**src/rtl/draw_pkg.sv**
```systemverilog
// draw_pkg: shared drawing FSM states, colour palette and screen geometry
package draw_pkg;
    typedef enum logic [1:0] {
        ST_IDLE,
        ST_PLOT,
        ST_DONE
    } draw_state_e;
    localparam logic [2:0] PATH    = 3'b111;
    localparam logic [2:0] WALL    = 3'b000;
    localparam logic [2:0] PLAYER  = 3'b100;
    localparam logic [2:0] SPECIAL = 3'b010;
    localparam int SCREEN_W = 160;
    localparam int SCREEN_H = 120;
endpackage

```
**src/rtl/box_offset_counter.sv**
```systemverilog
// box_offset_counter: raster-order 2-D offset counter with clear, enable and last-pixel flag
// Ports: clock/resetn, clr (zero both offsets), en (advance one pixel),
//        col/row (current offset), col_nxt/row_nxt (offset after advancing), last (at final pixel)
module box_offset_counter #(
    parameter int BOX_SIZE = 4,
    parameter int OFF_W = $clog2(BOX_SIZE)
) (
    input  logic             clock,
    input  logic             resetn,
    input  logic             clr,
    input  logic             en,
    output logic [OFF_W-1:0] col,
    output logic [OFF_W-1:0] row,
    output logic [OFF_W-1:0] col_nxt,
    output logic [OFF_W-1:0] row_nxt,
    output logic             last
);
    localparam logic [OFF_W-1:0] MAX = OFF_W'(BOX_SIZE - 1);
    logic [OFF_W-1:0] col_q, col_d, row_q, row_d;
    // BOX_SIZE is a power of two, so the column wraps by natural overflow
    always_comb begin
        col_nxt = col_q + 1'b1;
        row_nxt = (col_q == MAX) ? row_q + 1'b1 : row_q;
        col_d   = clr ? '0 : en ? col_nxt : col_q;
        row_d   = clr ? '0 : en ? row_nxt : row_q;
    end
    always_ff @(posedge clock or negedge resetn) begin
        if (!resetn) begin
            col_q <= '0;
            row_q <= '0;
        end else begin
            col_q <= col_d;
            row_q <= row_d;
        end
    end
    assign col  = col_q;
    assign row  = row_q;
    assign last = (col_q == MAX) && (row_q == MAX);
endmodule

```
**src/rtl/box_draw_engine.sv**
```systemverilog
// box_draw_engine: draws/erases the player box on request and holds a done flag until released
// Ports: clock/resetn, drawBox/eraseBox (level requests), boxX/boxY (box origin),
//        vgaX/vgaY/vgaColour/vgaPlot (VGA plot port), doneDraw/doneErase (completion flags)
module box_draw_engine
    import draw_pkg::*;
#(
    parameter int         BOX_SIZE     = 4,
    parameter int         X_WIDTH      = 8,
    parameter int         Y_WIDTH      = 7,
    parameter int         SCREEN_W     = draw_pkg::SCREEN_W,
    parameter int         SCREEN_H     = draw_pkg::SCREEN_H,
    parameter logic [2:0] DRAW_COLOUR  = PLAYER,
    parameter logic [2:0] ERASE_COLOUR = PATH
) (
    input  logic               clock,
    input  logic               resetn,
    input  logic               drawBox,
    input  logic               eraseBox,
    input  logic [X_WIDTH-1:0] boxX,
    input  logic [Y_WIDTH-1:0] boxY,
    output logic [X_WIDTH-1:0] vgaX,
    output logic [Y_WIDTH-1:0] vgaY,
    output logic [2:0]         vgaColour,
    output logic               vgaPlot,
    output logic               doneDraw,
    output logic               doneErase
);
    localparam int OFF_W = $clog2(BOX_SIZE);
    draw_state_e        state_q, state_d;
    logic [X_WIDTH-1:0] x_lat_q, x_lat_d, vga_x_q, vga_x_d;
    logic [Y_WIDTH-1:0] y_lat_q, y_lat_d, vga_y_q, vga_y_d;
    logic [2:0]         colour_q, colour_d;
    logic               erase_q, erase_d, plot_q, plot_d;
    logic               done_draw_q, done_draw_d, done_erase_q, done_erase_d;
    logic               cnt_clr, cnt_en, last, idle, req, pix_ok;
    logic [OFF_W-1:0]   col, row, col_nxt, row_nxt, off_x, off_y;
    logic [X_WIDTH-1:0] base_x;
    logic [Y_WIDTH-1:0] base_y;
    logic [X_WIDTH:0]   sum_x;
    logic [Y_WIDTH:0]   sum_y;

    box_offset_counter #(.BOX_SIZE(BOX_SIZE), .OFF_W(OFF_W)) u_cnt (
        .clock   (clock),
        .resetn  (resetn),
        .clr     (cnt_clr),
        .en      (cnt_en),
        .col     (col),
        .row     (row),
        .col_nxt (col_nxt),
        .row_nxt (row_nxt),
        .last    (last)
    );

    // Pixel about to be registered: the origin itself on acceptance, otherwise
    // the latched origin plus the counter's next offset. The extra sum bit is the carry.
    always_comb begin
        idle   = (state_q == ST_IDLE);
        base_x = idle ? boxX : x_lat_q;
        base_y = idle ? boxY : y_lat_q;
        off_x  = idle ? '0 : col_nxt;
        off_y  = idle ? '0 : row_nxt;
        sum_x  = (X_WIDTH+1)'(base_x) + (X_WIDTH+1)'(off_x);
        sum_y  = (Y_WIDTH+1)'(base_y) + (Y_WIDTH+1)'(off_y);
        pix_ok = !sum_x[X_WIDTH] && !sum_y[Y_WIDTH]
                 && (sum_x < (X_WIDTH+1)'(SCREEN_W)) && (sum_y < (Y_WIDTH+1)'(SCREEN_H));
        req    = erase_q ? eraseBox : drawBox;
    end

    always_comb begin
        state_d      = state_q;
        x_lat_d      = x_lat_q;
        y_lat_d      = y_lat_q;
        erase_d      = erase_q;
        vga_x_d      = vga_x_q;
        vga_y_d      = vga_y_q;
        colour_d     = colour_q;
        plot_d       = 1'b0;
        done_draw_d  = done_draw_q;
        done_erase_d = done_erase_q;
        cnt_clr      = 1'b0;
        cnt_en       = 1'b0;
        case (state_q)
            ST_IDLE: if (eraseBox || drawBox) begin
                state_d  = ST_PLOT;
                x_lat_d  = boxX;
                y_lat_d  = boxY;
                erase_d  = eraseBox;
                cnt_clr  = 1'b1;
                vga_x_d  = sum_x[X_WIDTH-1:0];
                vga_y_d  = sum_y[Y_WIDTH-1:0];
                colour_d = eraseBox ? ERASE_COLOUR : DRAW_COLOUR;
                plot_d   = pix_ok;
            end
            ST_PLOT: begin
                if (!req) begin
                    state_d = ST_IDLE;
                end else if (last) begin
                    state_d      = ST_DONE;
                    done_draw_d  = !erase_q;
                    done_erase_d = erase_q;
                end else begin
                    cnt_en  = 1'b1;
                    vga_x_d = sum_x[X_WIDTH-1:0];
                    vga_y_d = sum_y[Y_WIDTH-1:0];
                    plot_d  = pix_ok;
                end
            end
            ST_DONE: if (!req) begin
                state_d      = ST_IDLE;
                done_draw_d  = 1'b0;
                done_erase_d = 1'b0;
            end
            default: state_d = ST_IDLE;
        endcase
    end

    always_ff @(posedge clock or negedge resetn) begin
        if (!resetn) begin
            state_q      <= ST_IDLE;
            x_lat_q      <= '0;
            y_lat_q      <= '0;
            erase_q      <= 1'b0;
            vga_x_q      <= '0;
            vga_y_q      <= '0;
            colour_q     <= '0;
            plot_q       <= 1'b0;
            done_draw_q  <= 1'b0;
            done_erase_q <= 1'b0;
        end else begin
            state_q      <= state_d;
            x_lat_q      <= x_lat_d;
            y_lat_q      <= y_lat_d;
            erase_q      <= erase_d;
            vga_x_q      <= vga_x_d;
            vga_y_q      <= vga_y_d;
            colour_q     <= colour_d;
            plot_q       <= plot_d;
            done_draw_q  <= done_draw_d;
            done_erase_q <= done_erase_d;
        end
    end

    assign vgaX      = vga_x_q;
    assign vgaY      = vga_y_q;
    assign vgaColour = colour_q;
    assign vgaPlot   = plot_q;
    assign doneDraw  = done_draw_q;
    assign doneErase = done_erase_q;
endmodule

```
**config.mk**
```make
export PLATFORM = sky130hd
export DESIGN_NAME = box_draw_engine
export DESIGN_NICKNAME = d
export VERILOG_FILES = /design/src/rtl/draw_pkg.sv /design/src/rtl/box_offset_counter.sv /design/src/rtl/box_draw_engine.sv
export SDC_FILE = /design/constraint.sdc
export NUM_CORES = 1
export LEC_CHECK = 0
export BUFFER_PORTS_ARGS = -buffer_cell sky130_fd_sc_hd__buf_2
export CAP_MARGIN = 20
export CORE_MARGIN = 4
export CORE_UTILIZATION = 40
export CTS_BUF_LIST = sky130_fd_sc_hd__clkbuf_2
export CTS_CLUSTER_SIZE = 20
export DETAILED_ROUTE_END_ITERATION = 7
export PLACE_DENSITY = 0.69
export SKIP_CTS_REPAIR_TIMING = 1
export SLEW_MARGIN = 20
export SYNTH_ARGS = -nofsm -noshare
export SYNTH_HDL_FRONTEND = slang
export SYNTH_SLANG_ARGS = --single-unit
```
**constraint.sdc**
```tcl
create_clock -name clock -period 2.4 [get_ports clock]
set_input_delay 0.48 -clock clock [delete_from_list [all_inputs] [get_ports clock]]
set_output_delay 0.48 -clock clock [all_outputs]
set_load 0.02 [all_outputs]
```
; After elaboration in Yosys (flattened, before gate mapping)
; Cells that the tools add are included.
[op_classes]
mux = 40
reduce_logical = 16
eq_ne = 10
addsub = 4
magnitude_cmp = 2
[ops]
columns = op, count
row1 = 8-bit 2-to-1 mux, 4
row2 = 7-bit 2-to-1 mux, 4
row3 = 2-bit 2-to-1 mux, 12
row4 = 8-bit case mux with 2 select lines, 1
row5 = 1-bit 2-to-1 mux, 14
row6 = 7-bit case mux with 2 select lines, 1
row7 = 8-bit by 2-bit adder with 9-bit output, 1
row8 = 9-bit by 8-bit less-than comparator with 1-bit output (second input constant), 1
row9 = 7-bit by 2-bit adder with 8-bit output, 1
row10 = 8-bit by 7-bit less-than comparator with 1-bit output (second input constant), 1
row11 = 2-bit inequality test (second input constant), 4
row12 = 4-bit AND reduction, 2
row13 = 2-bit == test (second input constant), 3
row14 = 1-bit case mux with 2 select lines, 3
row15 = 2-bit case mux with 3 select lines, 1
row16 = 2-bit nonzero test, 3
row17 = 2-bit by 1-bit adder with 2-bit output (second input constant), 2
row18 = 1-bit logical AND, 4
row19 = 1-bit zero test, 3
row20 = 3-bit inequality test (second input constant), 1
row21 = 3-bit AND reduction, 1
row22 = 2-bit by 1-bit == test with 1-bit output (second input constant), 1
row23 = 2-bit zero test, 1
row24 = 2-bit by 1-bit inequality test with 1-bit output (second input constant), 1
row25 = other kinds (2), 2
[word_totals]
out_inout_bits = 21
in_bits = 19
word_cells = 84
register_bits = 43

; Longest topological paths before layout
[logic_depth]
depth_word = 11
depth_mapped = 13
depth_no_buf = 11

; Modules after synthesis
; From an unflattened synthesis, not the netlist that was laid out.
[unflattened]
cells_unflattened = 237
area_unflattened_um2 = 2411.1
[modules_own_cells]
columns = mod, area_each_um2, instances, seq_area_each_um2, cells_each
row1 = box_draw_engine, 2177.1, 1, 925.9, 216
row2 = box_offset_counter, 234.0, 1, 100.1, 21

; Worst setup path before layout
; No wires, ideal clock.
[synth_timing]
path_type = flip-flop to flip-flop
from = register state_q[1]
to = register plot_q (netlist: vgaPlot)
setup_time_ns = 0.111
t_required_ns = 2.289
period_less_slack_ns = 2.635
slack_ns = -0.235
arrival_ns = 2.524
stages_incl_launch_ff = 12
path_buffers = 2
cell_sequence = dfrtp_1 buf_2 nor2_1 clkbuf_1 nor2_1 ha_1 fa_1 nand3_1 nor2_1 nor3_2 o22ai_1 a2111oi_2
[synth_between]
elab_chain_len = 10
elab_cells_between_ends = 19
classes_between = add/sub (2) / order compare (2) / eq/ne (1) / mux (8) / reduce/logical (6)
[synth_lines]
columns = item, line
row1 = start: declaration, box_draw_engine.sv:29  ; draw_state_e state_q, state_d;
row2 = start signal: assignment, box_draw_engine.sv:130  ; state_q <= state_d;
row3 = branches (longest 9 deep; another with 8-bit by 2-bit adder with 9-bit output), -
row4 = 1-bit case mux with 2 select lines (*), box_draw_engine.sv:82  ; case (state_q)
row5 = named net plot_d, box_draw_engine.sv:33  ; logic erase_q, erase_d, plot_q, plot_d;
row6 = end signal: assignment, box_draw_engine.sv:137  ; plot_q <= plot_d;
row7 = end: declaration, box_draw_engine.sv:33
; Mark *: on every way through the listed nets, which the timed path passes.
; A chain may end at the register's enable or synchronous reset.

; Worst setup path after layout
[layout_timing]
from = register u_cnt.row_q[1] (netlist: u_cnt.row[1])
to = register plot_q (netlist: vgaPlot)
[layout_between]
elab_chain_len = 11
elab_cells_between_ends = 15
classes_between = add/sub (2) / order compare (1) / eq/ne (1) / mux (6) / reduce/logical (5)
[layout_lines]
columns = item, line
row1 = start: declaration, box_offset_counter.sv:19  ; logic [OFF_W-1:0] col_q, col_d, row_q, row_d;
row2 = start signal: assignment, box_offset_counter.sv:33  ; row_q <= row_d;
row3 = branches (longest 10 deep; another with 7-bit by 2-bit adder with 8-bit output), -
row4 = 1-bit case mux with 2 select lines (*), box_draw_engine.sv:82
row5 = named net plot_d, box_draw_engine.sv:33
; Marked as above.

==> results.md <==
- Worst path cell trace: ha_1 -> mux2_2 -> and2_4 -> inv_1 -> fa_2 -> nand3b_1 -> xnor2_1 -> nand2_1 -> o21ai_2 -> a2111oi_2
- Layout Nets: roughly 350
- Total length of routed wires: between 5000 and 6000 um
- Net Count, Synth: 290
- DRC violations left: 0
- Cell area after synthesis: around 2300 um^2
- Psw: ~1600 uW
- Count of final setup violators: 1
- Rows: 27
- Total Neg Setup Slack: -4.43 ps
- Slew Viols, Final: 0
- CP startpoint kind: flop
- Cells after synthesis: between 200 and 300
- Worst skew pair latency: 410 ps
- Power per Cell Area: approximately 1200 nW/um^2
- TritonCTS clock tree: done
- Starting density of the core: 0.418
- First-pass GRT wire length: just over 9000 um
- Initial antenna violation count: 0
- Buf+Inv Stages, Crit Path: 1
- Slew @ Worst Pin: roughly 430 ps
- EDFF count, synth: 0
- Leakage: roughly 0.0014 uW
- Hold Crit Start: boxY[0]
- DP Cell Count: between 300 and 400
- Top Family by Delay on Critical Path: adder cells
- Final instance area: approximately 2900 um^2
- Crit path from: u_cnt.row[1]
- GPL Wtd Cong: 0.818
- Largest net degree at the start of global routing: 19
- Reg-to-reg critical path startpoint: u_cnt.row[1]
- Endpoints failing hold: 0
- Worst Setup Path Type: reg -> reg
- Flops & latches, synth: between 40 and 50
- Hold WS: approximately 260 ps
- Clk sink count: 41
- Max-capacitance violation count: 0
- Area delta synth->final: 21.8%
- Die height: around 85 um
- Switching Fraction: 0.461
- Top_reg_cell synth: dfrtp_1
- Vias in the first global route: about 1900
- Count leader, synth: nand2_1
- Non-Filler Instances: between 300 and 400
- Diodes inserted: 0
- Post-synth top area share: 0.437
- Crit path arrival time: about 2700 ps
- Fraction of layout cells with a size suffix above 1: 0.309
- Iteration-0 DRC Markers: 148
- CTS root buf: clkbuf_2
- Unique masters post-synth: 48
- Ranking of synthesized cells by area: dfrtp_1 (44%), nand2_1 (14%), mux2i_1 (3.4%), ha_1 (3.2%), xnor2_1 (2.6%)
- Clk slew on worst S/H paths: 220 ps
- Port bufs: 39
- DIE WIDTH: around 85 um
- Final worst slack: -4.43 ps
- Post-DP HPWL: 4270 um
- WL/cell: between 10 and 15 um
- Worst min path class: in -> reg
- Status: complete, but fails checks
- Power share of the sequential group: 0.343
- Final period util: 1.00
- Io pins: 40
- WP data required: about 2700 ps
- Failing checks: negative setup slack
- Post-synth top area cell: dfrtp_1
- Peak VDD IR: around 0.47 mV
- Top cells by count, synth: nand2_1 (90), dfrtp_1 (41), nor2_1 (14)
- Final ANT Viol Nets: 0
- Fmax: between 400 and 500 MHz
- Comb pwr share: 0.574
- Final Power: 3550 uW
- Core area: ~5600 um^2
- Min Tclk post-route: 2400 ps
- YS warnings: 0
- GRT overflow: 0
- Via count: ~2000
- Post-synth ARST share: 1.00
- Maximum clock path buffer count: 2
- Placed instance area: between 2000 and 3000 um^2
- GRT Total Usage: 0.160
- Crit. End Element: flop
- Worst path slowest cell: dfrtp_1
- Pint: about 1900 uW
- Clock power share: 0.083
- Seq/Total Area, Yosys: 0.437
- TritonCTS Buffers: 5
- Average cell area after synthesis: 8.92 um^2
- Drt first pass iters: 4
- Worst Path Max Fanout: 3
- Worst Skew: roughly 32 ps
- Critical path's largest stage delay: 460 ps
- RSZ-0062 raised after global routing: yes
- Htree depth: 2
- Vias per cell: 5.11
- Die area: between 7000 and 8000 um^2
- Rel. slew slack: 0.713
==> layer usage <==
layer	track usage	part of all wire	vias to the layer above	wire length, um
li1	-	-	1003	-
met3	0.0343	0.046	10	263
met5	0	0	-	0
met2	0.261	0.48	53	2740
met4	0.0576	0.024	0	138
met1	0.210	0.45	937	2560
==> path summary, 6_finish.rpt <==
| path | depth (start not counted) | slack (ps) | to |
|---|---|---|---|
| max | 10 | -4 | vgaPlot |
| max reg2reg | 10 | -4 | vgaPlot |
| max in group asynchronous | 3 | 1310 | state_q[1] |
| min | 3 | 260 | y_lat_q[0] |
| min in group asynchronous | 2 | 510 | vgaX[7] |
| min reg2reg | 2 | 490 | vgaX[1] |
==> cell type report <==
| type | count | area [um^2] |
|---|---|---|
| clock buffers | 6 | 30.0 |
| fillers | 558 | 2750 |
| clock inverters | 1 | 3.75 |
| flip-flops and latches | 41 | 1030 |
| multi-input cells | 207 | 1330 |
| repair buffers | 61 | 363 |
| inverters | 4 | 16.3 |
| well taps | 72 | 90.1 |
==> sequential cells by signal (all words and copies together) (netlist names) <==
name	cells
doneDraw	1
vgaX	8
u_cnt.col	2
state_q	2
x_lat_q	8
vgaColour	2
doneErase	1
vgaY	7
vgaPlot	1
u_cnt.row	2
y_lat_q	7
==> cell families after synthesis <==
kind of cell | share of synthesized area
XOR/XNOR | 0.0485
buffers and inverters | 0.0363
multiplexers | 0.0608
AND/OR/NAND/NOR | 0.254
AO/OA/AOI/OAI | 0.114
adder cells (fa/ha/maj) | 0.0491
flip-flops | 0.437
==> tightest hold or removal path, cell delays in order <==
cell and delay, ps:
buf_2 80, nand2_1 50, nand2_1 50
==> per-stage QoR <==
step	worst slack [ps]	utilization
3_3_place_gp	49.9	0.484
5_1_grt	-105	0.509
2_1_floorplan	-3.45	-
6_report	-4.43	0.509
3_5_place_dp	-14.9	0.484
4_1_cts	-67.4	0.490
==> power groups by stage <==
stage                     logic (uW)  clock network (uW)  registers [uW]
after floorplan                 1280                   0            1340
after global placement          1940                   0            1210
after detailed placement        1970                   0            1220
after CTS                       1970                 308            1200
after global routing            2260                 325            1260
final                           2040                 294            1220
==> layout by cell type, fill, tap and decap left out, types with 5 or more instances in the layout <==
cell type   n
xnor2_1     7
clkbuf_2    6
buf_4      21
a21oi_1     5
xor2_1      5
mux2i_1     8
nor3_1      6
nand3_1     7
nor2_1     13
dfrtp_1    40
o21ai_0     7
buf_2      39
nand2_1    90
No activity file was read; power rests on OpenSTA's default activity.
